[config.mk]
export PLATFORM = sky130hd
export DESIGN_NAME = fetch_pc_unit
export DESIGN_NICKNAME = d
export VERILOG_FILES = /design/src/rtl/fetch_pc_unit_pkg.sv /design/src/rtl/fetch_pc_unit_next_pc.sv /design/src/rtl/fetch_pc_unit.sv
export SDC_FILE = /design/constraint.sdc
export NUM_CORES = 1
export LEC_CHECK = 0
export BUFFER_PORTS_ARGS = -buffer_cell sky130_fd_sc_hd__buf_2
export CAP_MARGIN = 20
export CORE_ASPECT_RATIO = 0.75
export CORE_UTILIZATION = 32
export DETAILED_ROUTE_END_ITERATION = 10
export PLACE_DENSITY = 0.58
export SLEW_MARGIN = 20
export SYNTH_ARGS = -nofsm -noshare
export SYNTH_HDL_FRONTEND = slang
export SYNTH_SLANG_ARGS = --single-unit
export TNS_END_PERCENT = 30
[constraint.sdc]
create_clock -name CLK -period 5.2 [get_ports CLK]
set_clock_uncertainty 0.05 [all_clocks]
set_input_delay 0.26 -clock CLK [delete_from_list [all_inputs] [get_ports CLK]]
set_output_delay 0.26 -clock CLK [all_outputs]
set_load 0.005 [all_outputs]
[src/rtl/fetch_pc_unit_pkg.sv]
// ---------------------------------------------------------------------------
// fetch_pc_unit_pkg : shared processor defines (fetch FSM, PC step, sign-ext codes)
// Rev 1.0
// ---------------------------------------------------------------------------
`default_nettype none

package fetch_pc_unit_pkg;

    typedef enum logic [1:0] {
        ST_INIT  = 2'd0,
        ST_REQ   = 2'd1,
        ST_VALID = 2'd2,
        ST_ERR   = 2'd3
    } fetch_state_t;

    localparam logic [63:0] PC_INCR  = 64'd4;
    localparam int          BR_SHIFT = 2;

    typedef enum logic [2:0] {
        SE_I  = 3'd0,
        SE_D  = 3'd1,
        SE_B  = 3'd2,
        SE_CB = 3'd3,
        SE_IW = 3'd4
    } sext_ctl_t;

endpackage

`default_nettype wire

[src/rtl/fetch_pc_unit_next_pc.sv]
// ---------------------------------------------------------------------------
// next_pc : sequential or branch-target PC selection, modulo 2^64
// Rev 1.0
// ---------------------------------------------------------------------------
`default_nettype none

module next_pc
    import fetch_pc_unit_pkg::*;
(
    input  logic [63:0] PC,
    input  logic [63:0] BusImm,
    input  logic        taken,
    output logic [63:0] NextPC
);

    // The shift drops BusImm[63:62]; the sum wraps silently.
    assign NextPC = taken ? (PC + (BusImm << BR_SHIFT)) : (PC + PC_INCR);

endmodule

`default_nettype wire

[src/rtl/fetch_pc_unit.sv]
// ---------------------------------------------------------------------------
// fetch_pc_unit : PC register and instruction-fetch handshake FSM with timeout
// Rev 1.0
// ---------------------------------------------------------------------------
`default_nettype none

module fetch_pc_unit
    import fetch_pc_unit_pkg::*;
#(
    parameter int TIMEOUT_CYCLES = 16
) (
    input  logic        CLK,
    input  logic        Reset_L,
    input  logic [63:0] StartPC,
    input  logic [63:0] BusImm,
    input  logic        Branch,
    input  logic        Uncondbranch,
    input  logic        Zero,
    input  logic        Stall,
    output logic        IMemReq,
    output logic [63:0] IMemAddr,
    input  logic        IMemAck,
    input  logic [31:0] IMemData,
    output logic [31:0] Instr,
    output logic [63:0] InstrPC,
    output logic        InstrValid,
    output logic [63:0] CurrentPC,
    output logic        FetchErr
);

    localparam int                CNT_W      = $clog2(TIMEOUT_CYCLES + 1);
    localparam logic [CNT_W-1:0]  WAIT_LAST  = CNT_W'(TIMEOUT_CYCLES - 1);

    fetch_state_t      state;
    fetch_state_t      state_nxt;
    logic [63:0]       pc;
    logic [63:0]       pc_nxt;
    logic [CNT_W-1:0]  wait_cnt;
    logic              load_start;
    logic              take_instr;
    logic              advance;
    logic              taken;

    assign taken = Uncondbranch | (Branch & Zero);

    next_pc u_next_pc (
        .PC     (pc),
        .BusImm (BusImm),
        .taken  (taken),
        .NextPC (pc_nxt)
    );

    // Ack has priority over the timeout, so an ack on the limit cycle is accepted.
    always_comb begin
        state_nxt  = state;
        load_start = 1'b0;
        take_instr = 1'b0;
        advance    = 1'b0;
        case (state)
            ST_INIT: begin
                state_nxt  = ST_REQ;
                load_start = 1'b1;
            end
            ST_REQ: begin
                if (IMemAck) begin
                    state_nxt  = ST_VALID;
                    take_instr = 1'b1;
                end else if (wait_cnt == WAIT_LAST) begin
                    state_nxt = ST_ERR;
                end
            end
            ST_VALID: begin
                if (!Stall) begin
                    state_nxt = ST_REQ;
                    advance   = 1'b1;
                end
            end
            ST_ERR:  state_nxt = ST_ERR;
            default: state_nxt = ST_INIT;
        endcase
    end

    always_ff @(posedge CLK or negedge Reset_L) begin
        if (!Reset_L) begin
            state      <= ST_INIT;
            pc         <= 64'd0;
            Instr      <= 32'd0;
            InstrPC    <= 64'd0;
            InstrValid <= 1'b0;
            wait_cnt   <= '0;
        end else begin
            state <= state_nxt;
            if (load_start) begin
                pc <= StartPC;
            end else if (advance) begin
                pc <= pc_nxt;
            end
            if (take_instr) begin
                Instr      <= IMemData;
                InstrPC    <= pc;
                InstrValid <= 1'b1;
            end else if (advance) begin
                InstrValid <= 1'b0;
            end
            if (state_nxt == ST_REQ && state != ST_REQ) begin
                wait_cnt <= '0;
            end else if (state == ST_REQ && !IMemAck) begin
                wait_cnt <= wait_cnt + CNT_W'(1);
            end
        end
    end

    assign IMemReq   = (state == ST_REQ);
    assign IMemAddr  = pc;
    assign CurrentPC = pc;
    assign FetchErr  = (state == ST_ERR);

endmodule

`default_nettype wire

* Word-level counts from Yosys, hierarchy flattened
Cells that the tools add are included.
** Storage, ports and cells
- Register bits after elaboration :: 168
- Input bits :: 167
- Output and inout port bits :: 227
- Word-level logic and storage cells :: 40
** Cells by class
- $add $sub $neg :: 3
- Eq/ne operators :: 6
- Multiplexer cells :: 16
- Bitwise logic cells :: 2
- Reduce and logical (&&, ||, !) cells :: 7
** Operators by type and width (count)
- $mux 64 :: 3
- $add 64x3->64 const B :: 1
- $add 64x64->64 :: 1
- $mux 5 :: 2
- $pmux 2 s4 :: 1
- $mux 1 :: 7
- $mux 2 :: 3
- $reduce_bool 2->1 :: 3
- $add 5x1->5 const B :: 1
- $eq 5x4->1 const B :: 1
- $eq 2x1->1 const B :: 2
- $eq 2x2->1 const B :: 2
- $logic_and 1x1->1 :: 2
- $logic_not 2->1 :: 1
- $ne 2x1->1 const B :: 1
- $and 1x1->1 :: 1
- $logic_not 1->1 :: 1
- $or 1x1->1 :: 1

* Longest topological paths before layout
Gate-level depths: netlist (run 1).
- Depth after elaboration :: 7
- Mapped depth :: 16
- Mapped depth without buffers :: 15

* Cells and area by module
From an unflattened synthesis (run 1), not the netlist that was laid out.
** Unflattened totals
- Cells, all modules :: 1224
- Area total of the unflattened synthesis :: 11753.8 µm²
** Modules (own cells, without submodules)
- fetch_pc_unit :: instances 1, cells each 602, area each 7659.8 µm², seq. area each 4204.0 µm²
- next_pc :: instances 1, cells each 622, area each 4093.9 µm², seq. area each 0.0 µm²

* Least setup slack after synthesis (run 1)
Ideal clock, no wire load.
- Path type :: in2reg
- Start :: input port Branch
- End :: register pc[63] (netlist: CurrentPC[63])
- Library setup time :: 99 ps
- Data arrival time :: 3645 ps
- Required time :: 5051 ps
- Slack :: 1405 ps
- Cell stages on the path :: 15
- Buffers on the path :: 2
- Cells stage by stage :: a21oi_1 -> clkbuf_1 -> nor2b_1 -> ha_1 -> clkbuf_1 -> nand2_1 -> or3_1 -> nor3_1 -> and3_1 -> a21o_1 -> nand3_1 -> a41oi_1 -> a41o_1 -> mux2_2 -> a311oi_1
** Between the ends
- Word-level cells in the longest chain between the ends :: 5
** RTL lines
- from (decl) :: line fetch_pc_unit.sv:16 : input logic Branch,
- $and 1x1->1 :: line fetch_pc_unit.sv:44 : assign taken = Uncondbranch | (Branch & Zero);
- $or 1x1->1 :: line fetch_pc_unit.sv:44
- $mux 64 :: line fetch_pc_unit_next_pc.sv:17 : assign NextPC = taken ? (PC + (BusImm << BR_SHIFT)) : (PC + PC_INCR);
- $mux 64 :: line fetch_pc_unit.sv:95 : end else if (advance) begin
- $mux 64 :: line fetch_pc_unit.sv:93 : if (load_start) begin
- to (signal assigned) :: line fetch_pc_unit.sv:94 : pc <= StartPC;
- to (signal assigned) :: line fetch_pc_unit.sv:96 : pc <= pc_nxt;
- to (decl) :: line fetch_pc_unit.sv:36 : logic [63:0] pc;
No other way between the ends. The select of a mux whose other input is x is not followed.
A chain may end at the register's enable or synchronous reset.

* Final worst setup path (run 1)
- Start :: register pc[2] (netlist: CurrentPC[2])
- End :: register pc[58] (netlist: CurrentPC[58])
** Between the ends
- Word-level cells in the longest chain between the ends :: 4
- Elaborated cells between the ends (all ways) :: 5
- Those cells by class :: 2 x add/sub; 3 x mux
** RTL lines (line)
- $add 64x3->64 / $add 64x64->64 (equally long branches) :: fetch_pc_unit_next_pc.sv:17
- $mux 64 (*) :: fetch_pc_unit_next_pc.sv:17
- $mux 64 (*) :: fetch_pc_unit.sv:95
- $mux 64 (*) :: fetch_pc_unit.sv:93
Every way passes the cells marked *; elsewhere a longest branch is shown, timed or not. The select of a mux whose other input is x is not followed.

==> results.md, run 1 <==
* DRT Pass-1 Iters at 5
* Residual DRC at 0
* Slowest Stage Delay on Critical Path at roughly 500 ps
* Ys Warns at 0
* Synth Area in Adders at 0.0722
* CP Capture Type: flip-flop
* Hpwl dp at 27500 um
* Post-synthesis compound-gate area fraction at 0.186
* Chip height at around 160 um
* Full die area at about 36000 um^2
* Critical-path maximum fanout at 5
* Primary FF master, synth: dfrtp_1
* Fraction of the mapped netlist area in simple logic gates at 0.148
* Leak at around 0.0075 uW
* CTS root buffer: clkbuf_16
* Worst Tran Pin Value at between 900 and 1000 ps
* Global Route Usage Sum at 0.204
* Slew Limit Fails at 0
* Internal power at around 2300 uW
* Max cap viols at 0
* Area leader, netlist: dfrtp_1
* CTS Buffer Depth at 2
* Seq cells post-synth at 168
* Initial antenna violation count at 10
* Sequential fraction of the synthesis area at 0.375
* Detail Route Antenna Nets at 0
* Setup TNS at 0 ps
* Final instance area at about 14000 um^2
* IO Count at roughly 390
* Sw Ratio at 0.275
* Most area-consuming cells after synthesis: dfrtp_1 38%, mux2_2 9.8%, ha_1 7.0%, a21oi_1 5.9%, buf_4 4.3%
* Status: finished clean
* Mapped Area at ~11000 um^2
* Synth unique cells at 63
* Routed WL at 36600 um
* Worst EP required at approximately 5500 ps
* Synth Area per Inst at a little over 9 um^2
* Core area at between 30000 and 40000 um^2
* Vias per Instance at ~5.1
* Slew headroom at 0.337
* Setup-failing EPs final at 0
* Clk_lat worst skew at between 400 and 500 ps
* GRT overflow at 0
* H-tree level count at 4
* CTS tree: yes
* Number of synthesized flops with an enable pin at 0
* Gate power share at 0.148
* IO Port Bufs at between 300 and 400
* Most common cell after layout, fill and taps aside: buf_2
* Vias at 10.4k
* Num rows at a little under 60
* Tcrit/Tclk final at 0.784
* RSZ-0062 raised after global routing: false
* Clock buffers created by TritonCTS at 17
* Final Hold Vio Count at 0
* Clock slew at reported path FFs at 80 ps
* Peak VDD IR at between 0.15 and 0.2 mV
* Share of the synthesized area in the top cell type at 0.375
* Seq pwr share at 0.419
* Net Sw Power at slightly below 900 uW
* Initial DRC count at around 640
* Fmax at 245 MHz
* Area growth, synth to finish at 28.4%
* Vias in the first global route at 10.1k
* Pin count of the biggest net entering global routing at 89
* Power Density at about 220 nW/um^2
* Clock Power Share at 0.433
* Post-synthesis cell count at about 1.2k
* Ys async rst share at 1.00
* Routed WL per cell at about 18 um
* Largest family of logic cells by synthesized area: compound AO/OA/AOI/OAI gates
* HP Class: in -> reg
* Mux contribution to synthesized area at 0.100
* Initial core utilization at 0.330
* Crit path time final at slightly above 4000 ps
* Highest-count cells in the layout ignoring fill and taps: 390 x buf_2, 168 x dfrtp_1, 130 x a21oi_1
* Xor and xnor fraction of the mapped netlist area at 0.0453
* First-pass GRT wire length at 56300 um
* GPL Wtd Cong at around 0.9
* Post-place instance area at between 10000 and 15000 um^2
* Nets at 1800
* Crit-path slowest cell: dfrtp_1
* Crit path cell chain: ha_1 -> fa_1 -> a21o_1 -> a221oi_2 -> o31a_4 -> o21ai_4 -> a211o_2 -> a21oi_2 -> o41a_1 -> o21ai_1 -> a31oi_1 -> xor2_1 -> a21oi_1
* Clock Sinks at 168
* Synthesized Nets at between 1k and 1.5k
* CP Class: reg -> reg
* Die W at around 220 um
* CP startpoint kind: flip-flop
* Layout cell share with drive strength beyond 1 at 0.343
* Critical Path AT at ~4400 ps
## worst max-delay path: cells and delay by family, from the launching register on
family	cells	cell delay, ps
xor gates and xnor gates	1	200
DFF	1	500
AOI/OAI and AO/OA	10	2510
adders and majority gates	2	690
## final cells by class
cell class	count	area, um^2
clock buffer	18	429
fill	3448	19600
clock inverter	14	185
timing repair buffer	467	2730
multi-input combinational	901	6210
antenna	3	7.51
inverter	14	52.6
tap	450	563
sequential	168	4200
## power groups by stage
stage	Combinational [uW]	Clock, uW	Sequential, uW
after floorplan	265	0	1350
after global placement	425	0	1360
after detailed placement	428	0	1360
after CTS	472	1420	1330
after global routing	522	1460	1340
final	471	1380	1330
## registers in the layout, summed over array words and instances, names as in the netlist
signal and count:
Instr 32, CurrentPC 64, state 2, InstrValid 1, wait_cnt 5, InstrPC 64
## cells by family after synthesis
group | Yosys count
XOR/XNOR | 58
buffers and inverters | 154
flip-flops | 168
AO/OA/AOI/OAI | 333
adder cells (fa/ha/maj) | 64
multiplexers | 100
AND/OR/NAND/NOR | 346
## synthesized netlist by cell type, types with 14 or more instances
cell type,number
a21oi_1,131
xnor2_1,38
o21ai_0,68
nand4_1,25
nor2_1,78
nand2_1,115
a31oi_1,19
clkbuf_1,61
and3_1,15
inv_1,14
o21bai_1,14
a21o_1,35
dfrtp_1,168
mux2_2,97
ha_1,63
nor2b_1,65
xor2_1,20
buf_4,64
## routing by layer
metal / share of wire / GRT usage
met5: 0.0013 / 0
met4: 0.012 / 0.0464
met3: 0.068 / 0.0487
met2: 0.45 / 0.320
met1: 0.46 / 0.282
## final timing paths
kind	startpoint	to	slack, ps	cells past startpoint
max	CurrentPC[2]$_DFFE_PN0P_	CurrentPC[58]$_DFFE_PN0P_	1120	13
min	StartPC[57]	CurrentPC[57]$_DFFE_PN0P_	40	3
max reg2reg	CurrentPC[2]$_DFFE_PN0P_	CurrentPC[58]$_DFFE_PN0P_	1120	13
min reg2reg	InstrValid$_DFFE_PN0P_	InstrValid$_DFFE_PN0P_	430	2
max in group asynchronous	Reset_L	wait_cnt[0]$_DFFE_PN0P_	3790	3
min in group asynchronous	Reset_L	CurrentPC[30]$_DFFE_PN0P_	340	2
## what timing repair did
| action | 4_1_cts | 5_1_grt |
|---|---|---|
| hold endpoints to repair | 152 | 0 |
| gates resized for setup | 0 | 0 |
| hold buffers | 69 | 0 |
| buffers inserted | 0 | 0 |
## metrics by stage
| step | power (uW) | utilization | cells | hold WS [ps] | setup WS [ps] |
|---|---|---|---|---|---|
| 6_report | 3180 | 0.424 | 2035 | 40.5 | 1120 |
| 5_1_grt | 3320 | 0.424 | 2034 | 20.2 | 976 |
| 4_1_cts | 3230 | 0.423 | 2032 | 3.05 | 1140 |
| 3_5_place_dp | 1790 | 0.385 | 1931 | 290 | 832 |
| 3_3_place_gp | 1780 | 0.385 | 1931 | 297 | 908 |
| 2_1_floorplan | 1620 | - | 1223 | -85.6 | 1410 |
(Power assumes the default switching activity.)
==> run 2, diff against run 1 <==
--- a/config.mk
+++ b/config.mk
@@ -10,7 +10,7 @@
 export CORE_ASPECT_RATIO = 0.75
 export CORE_UTILIZATION = 32
 export DETAILED_ROUTE_END_ITERATION = 10
-export PLACE_DENSITY = 0.58
+export PLACE_DENSITY = 0.6
 export SLEW_MARGIN = 20
 export SYNTH_ARGS = -nofsm -noshare
 export SYNTH_HDL_FRONTEND = slang
==> constraint.sdc (replaced) <==
create_clock -name CLK -period 3.6 [get_ports CLK]
set_clock_uncertainty 0.05 [all_clocks]
set_input_delay 0.18 -clock CLK [delete_from_list [all_inputs] [get_ports CLK]]
set_output_delay 0.18 -clock CLK [all_outputs]
set_load 0.005 [all_outputs]
==> run 2 against run 1 <==
  * Sequential share of layout area shrank 2.2 points
  * Register-to-register slack lost 980 ps
  * Final cell count grew 7.4%
  * Flip-flop and latch count is the same
  * Final area grew 8.4%
  * Global-route usage grew 1.8 points
  * Worst hold slack lost 11 ps
  * Non-clock buffer count grew 149
  * Highest routed layer unchanged
  * Critical path type unchanged
  * Clock power grew 30%
  * Critical path depth is the same
  * Power grew 43%
==> results.md, run 2 (synthesis gave the netlist of run 1 again) <==
* Status: finished clean
* IO Count at 394
* Clk_lat worst skew at around 460 ps
* Initial DRC count at 786
* Setup-failing EPs final at 0
* CTS tree: yes
* R2R Path End: CurrentPC[58]$_DFFE_PN0P_
* DRT Pass-1 Iters at 6
* Clock buffers created by TritonCTS at 17
* Fmax at between 200 and 300 MHz
* Power Density at just under 300 nW/um^2
* Chip height at around 160 um
* Slew Limit Fails at 0
* Routed WL at about 40000 um
* Worst Tran Pin Value at between 800 and 900 ps
* CTS Buffer Depth at 2
* Setup TNS at 0 ps
* Reg-to-reg slack, setup at between 100 and 150 ps
* Vias per Instance at between 5 and 6
* Max cap viols at 0
* GRT overflow at 0
* Initial antenna violation count at 6
* Final Hold Vio Count at 0
* Fill count at 3342
* CP startpoint: CurrentPC[2]$_DFFE_PN0P_
* Hpwl dp at 29800 um
* IO Port Bufs at 391
* Highest-count cells in the layout ignoring fill and taps: 390 x buf_2, 167 x dfrtp_1, 128 x a21oi_1, 128 x buf_4, 113 x nand2_1
* Worst EP required at just under 4000 ps
* Nets at 1949
* R2R Path Start: CurrentPC[2]$_DFFE_PN0P_
* Dpl ws at -342 ps
* Area growth, synth to finish at 39.2%
* Vias in the first global route at around 11k
* Initial core utilization at 0.330
* PnR Total Power at approximately 4600 uW
* Final instance area at 15600 um^2
* Residual DRC at 0
* Post-place instance area at roughly 14000 um^2
* Full die area at ~36000 um^2
* Clock slew at reported path FFs at ~70 ps
* Clock Sinks at 168
* First-pass GRT wire length at between 60000 and 70000 um
* Critical Path AT at approximately 3700 ps
* CTS root buffer: clkbuf_16
* HP Class: in -> reg
* Peak VDD IR at 0.225 mV
* Pin count of the biggest net entering global routing at ~100
* Detail Route Antenna Nets at 0
* Layout cell share with drive strength beyond 1 at 0.391
* GPL Wtd Cong at between 0.9 and 1
* Setup crit end: CurrentPC[58]$_DFFE_PN0P_
* CP Class: reg -> reg
* CP Capture Type: flip-flop
* Num rows at 58
* Routed WL per cell at 18.1 um
* Worst Reg2Reg Path Length in Cells at 13
* Crit path time final at roughly 3500 ps
* Slew headroom at 0.429
* RSZ-0062 raised after global routing: true
* Critical-path maximum fanout at 3
* Min setup slack post-route at between 100 and 150 ps
* Tcrit/Tclk final at 0.962
* Finished Core Util at 0.459
* Leak at a little over 0.008 uW
* Vias at around 11k
* H-tree level count at 4
* Most common cell after layout, fill and taps aside: buf_2
* Global Route Usage Sum at 0.222
* Core area at 34000 um^2
* CP startpoint kind: flip-flop
* Die W at ~220 um
run 2: power by group:
| group | total (uW) | switching, uW | internal [uW] | leakage, uW |
|---|---|---|---|---|
| sequential | 1930 | 25.0 | 1900 | 0.00226 |
| clock | 1800 | 879 | 917 | 0.000263 |
| combinational | 833 | 414 | 418 | 0.00570 |
| total | 4550 | 1320 | 3240 | 0.00823 |
run 2: worst min-delay path by stage:
stage / slack [ps] / startpoint / cells after the start / to
global placement: 270 / Reset_L / 1 / InstrPC[35]$_DFFE_PN0P_
floorplan: -170 / Reset_L / 0 / CurrentPC[0]$_DFFE_PN0P_
CTS: 1 / StartPC[63] / 3 / CurrentPC[63]$_DFFE_PN0P_
global route: 20 / StartPC[63] / 3 / CurrentPC[63]$_DFFE_PN0P_
finish: 30 / StartPC[63] / 3 / CurrentPC[63]$_DFFE_PN0P_
detailed placement: 270 / Reset_L / 1 / InstrPC[29]$_DFFE_PN0P_
run 2: critical path, stage by stage, from the launching register on:
cell and delay [ps]:
dfrtp_1 390, ha_1 230, fa_1 400, a21o_1 240
a221oi_4 290, o31a_4 190, o21ai_4 80, a211o_4 400
a21oi_4 180, o41a_1 190, o21ai_2 110, a31oi_2 290
xor2_1 190, a21oi_1 90
run 2: layout make-up:
class / count / area [um^2] / area share
antenna: 5 / 12.5 / 0.000803
clock buffer: 19 / 443 / 0.0284
clock inverter: 13 / 109 / 0.00698
inverter: 14 / 52.6 / 0.00337
multi-input combinational: 901 / 6280 / 0.403
sequential: 168 / 4210 / 0.270
tap: 450 / 563 / 0.0361
timing repair buffer: 616 / 3920 / 0.251
run 2: stage by stage:
stage	hold WS [ps]	std cells
floorplan	-166	1223
global placement	270	2055
detailed placement	267	2055
CTS	1.01	2181
global route	22.6	2183
finish	29.3	2186
run 2: routing by layer:
metal	up-vias	part of all wire	routed length, um	global-route usage
met4	8	0.019	749	0.0722
met3	49	0.061	2410	0.0478
met2	393	0.46	18100	0.355
met1	5278	0.46	18300	0.297
met5	-	0.0012	49	0
li1	5261	-	-	-
run 2: repair_timing:
action                                 in CTS  in global routing
setup endpoints to repair                   0                 10
setup buffers                               0                  0
endpoints found under the hold margin     189                  0
resized for setup                           0                 14
hold buffers                               94                  0
==> run 3, diff against run 2 <==
--- a/config.mk
+++ b/config.mk
@@ -5,10 +5,12 @@
 export SDC_FILE = /design/constraint.sdc
 export NUM_CORES = 1
 export LEC_CHECK = 0
+export ABC_AREA = 0
 export BUFFER_PORTS_ARGS = -buffer_cell sky130_fd_sc_hd__buf_2
 export CAP_MARGIN = 20
 export CORE_ASPECT_RATIO = 0.75
 export CORE_UTILIZATION = 32
+export CTS_BUF_LIST = sky130_fd_sc_hd__clkbuf_4 sky130_fd_sc_hd__clkbuf_8
 export DETAILED_ROUTE_END_ITERATION = 10
 export PLACE_DENSITY = 0.6
 export SLEW_MARGIN = 20
==> run 3 against run 2 <==
  * Routed wire length barely moved
  * Critical path depth did not move
  * Die area did not move
  * Critical path type unchanged
==> results.md, run 3 (synthesis gave the netlist of run 1 again) <==
* GRT overflow at 0
* Clock slew at reported path FFs at approximately 100 ps
* Routed WL per cell at 18.1 um
* Clk_lat worst skew at approximately 510 ps
* Worst Tran Pin Value at about 860 ps
* Clock buffers created by TritonCTS at 17
* Die W at about 220 um
* Leak at slightly above 0.008 uW
* Min setup slack post-route at between 80 and 90 ps
* Max cap viols at 0
* Routed WL at roughly 40000 um
* RSZ-0062 raised after global routing: true
* CTS root buffer: clkbuf_8
* Vias in the first global route at between 10k and 15k
* PnR Total Power at 4100 uW
* Slew Limit Fails at 0
* Most common cell after layout, fill and taps aside: buf_2
* First-pass GRT wire length at just over 60000 um
* Worst EP required at around 3900 ps
* Vias per Instance at 5.02
* Slowest Stage Delay on Critical Path at roughly 400 ps
* Final Hold Vio Count at 0
* Critical Path AT at 3830 ps
* Residual DRC at 0
* Core area at around 34000 um^2
* Peak VDD IR at 0.217 mV
* Full die area at 35800 um^2
* Num rows at 58
* Setup-failing EPs final at 0
* Global Route Usage Sum at 0.222
* Dpl ws at -342 ps
* Bufs and invs on worst path at 0
* IO Port Bufs at 391
* Clock Sinks at approximately 170
* CP Capture Type: flip-flop
* Power Density at about 270 nW/um^2
* CP Class: reg -> reg
* Area growth, synth to finish at 37.8%
* Initial core utilization at 0.330
* Detail Route Antenna Nets at 0
* Layout cell share with drive strength beyond 1 at 0.390
* H-tree level count at 4
* HP Class: in -> reg
* Crit-path slowest cell: dfrtp_1
* CTS tree: yes
* GPL Wtd Cong at approximately 0.90
* Initial DRC count at around 810
* Crit path cell chain: ha_1 -> fa_1 -> a21o_1 -> a221oi_4 -> o31a_4 -> o21ai_4 -> a211o_4 -> a21oi_4 -> o41a_1 -> o21ai_1 -> a31oi_2 -> xor2_1 -> a21oi_1
* Hpwl dp at between 20000 and 30000 um
* Critical-path maximum fanout at 3
* Slew headroom at 0.427
* Pin count of the biggest net entering global routing at between 90 and 100
* IO Count at a little under 400
* Kind of cell adding the most delay to the critical path: compound AO/OA/AOI/OAI gates
* Setup TNS at 0 ps
* CTS Buffer Depth at 2
* Crit path time final at between 3000 and 4000 ps
* Tcrit/Tclk final at 0.975
* CP startpoint kind: flip-flop
* Status: finished clean
* Final hold slack at about 180 ps
* Vias at around 11k
* Highest-count cells in the layout ignoring fill and taps: 390 x buf_2, 167 x dfrtp_1, 129 x buf_4
* Initial antenna violation count at 6
* Fmax at around 280 MHz
* Chip height at 164 um
* DRT Pass-1 Iters at 5
* Nets at approximately 2.0k
==> run 3: changes by cell type in the layout (fill, tap and decap cells not counted), sizes merged <==
cell	change
diode	-1
dlygate4sd3	+5
==> run 3: worst register-to-register path, stage by stage, from the launching register on <==
cell	delay, ps
dfrtp_1	400
ha_1	230
fa_1	400
a21o_1	240
a221oi_4	300
o31a_4	190
o21ai_4	90
a211o_4	400
a21oi_4	190
o41a_1	180
o21ai_1	150
a31oi_2	300
xor2_1	180
a21oi_1	90
==> run 3: power breakdown <==
| part | leakage (uW) | switching, uW | total, uW | internal [uW] |
|---|---|---|---|---|
| combinational | 0.00572 | 415 | 836 | 421 |
| sequential | 0.00226 | 24.7 | 1920 | 1900 |
| clock | 0.000179 | 821 | 1340 | 519 |
| total | 0.00816 | 1260 | 4100 | 2840 |
==> run 3: area by class of cell <==
| class | instances | area, um^2 |
|---|---|---|
| clock inverter | 13 | 109 |
| tap | 450 | 563 |
| inverter | 14 | 52.6 |
| multi-input combinational | 901 | 6280 |
| fill | 3356 | 18500 |
| antenna | 4 | 10.0 |
| clock buffer | 19 | 255 |
| timing repair buffer | 621 | 3970 |
| sequential | 168 | 4210 |
==> run 3: per-layer routing <==
metal  vias to the layer above  GRT usage  wire, um
met5                         -          0        49
met4                         8     0.0636       725
met3                        45     0.0470      2400
met2                       389      0.356     18000
met1                      5279      0.299     18400
li1                       5266          -         -
==> run 3: final timing paths <==
path / startpoint / end / slack [ps] / cells after the start
setup / recovery: CurrentPC[2]$_DFFE_PN0P_ / CurrentPC[58]$_DFFE_PN0P_ / 90 / 13
hold / removal: BusImm[0] / CurrentPC[2]$_DFFE_PN0P_ / 180 / 5
setup reg to reg: CurrentPC[2]$_DFFE_PN0P_ / CurrentPC[58]$_DFFE_PN0P_ / 90 / 13
hold reg to reg: wait_cnt[4]$_DFFE_PN0P_ / wait_cnt[4]$_DFFE_PN0P_ / 450 / 2
max in group asynchronous: Reset_L / wait_cnt[0]$_DFFE_PN0P_ / 2400 / 3
min in group asynchronous: Reset_L / InstrPC[35]$_DFFE_PN0P_ / 250 / 2
==> run 3: metrics by stage <==
step	utilization	cells	area, um^2
after global placement	0.413	2055	14000
after global routing	0.455	2188	15400
after floorplan	-	1223	11200
final	0.455	2190	15400
after detailed placement	0.413	2055	14000
after CTS	0.452	2186	15400
==> run 3: what timing repair did <==
action | in CTS | in global routing
buffers inserted | 0 | 0
endpoints found under the setup margin | 0 | 10
hold endpoints to repair | 196 | 0
resized for setup | 0 | 12
hold buffers | 99 | 0
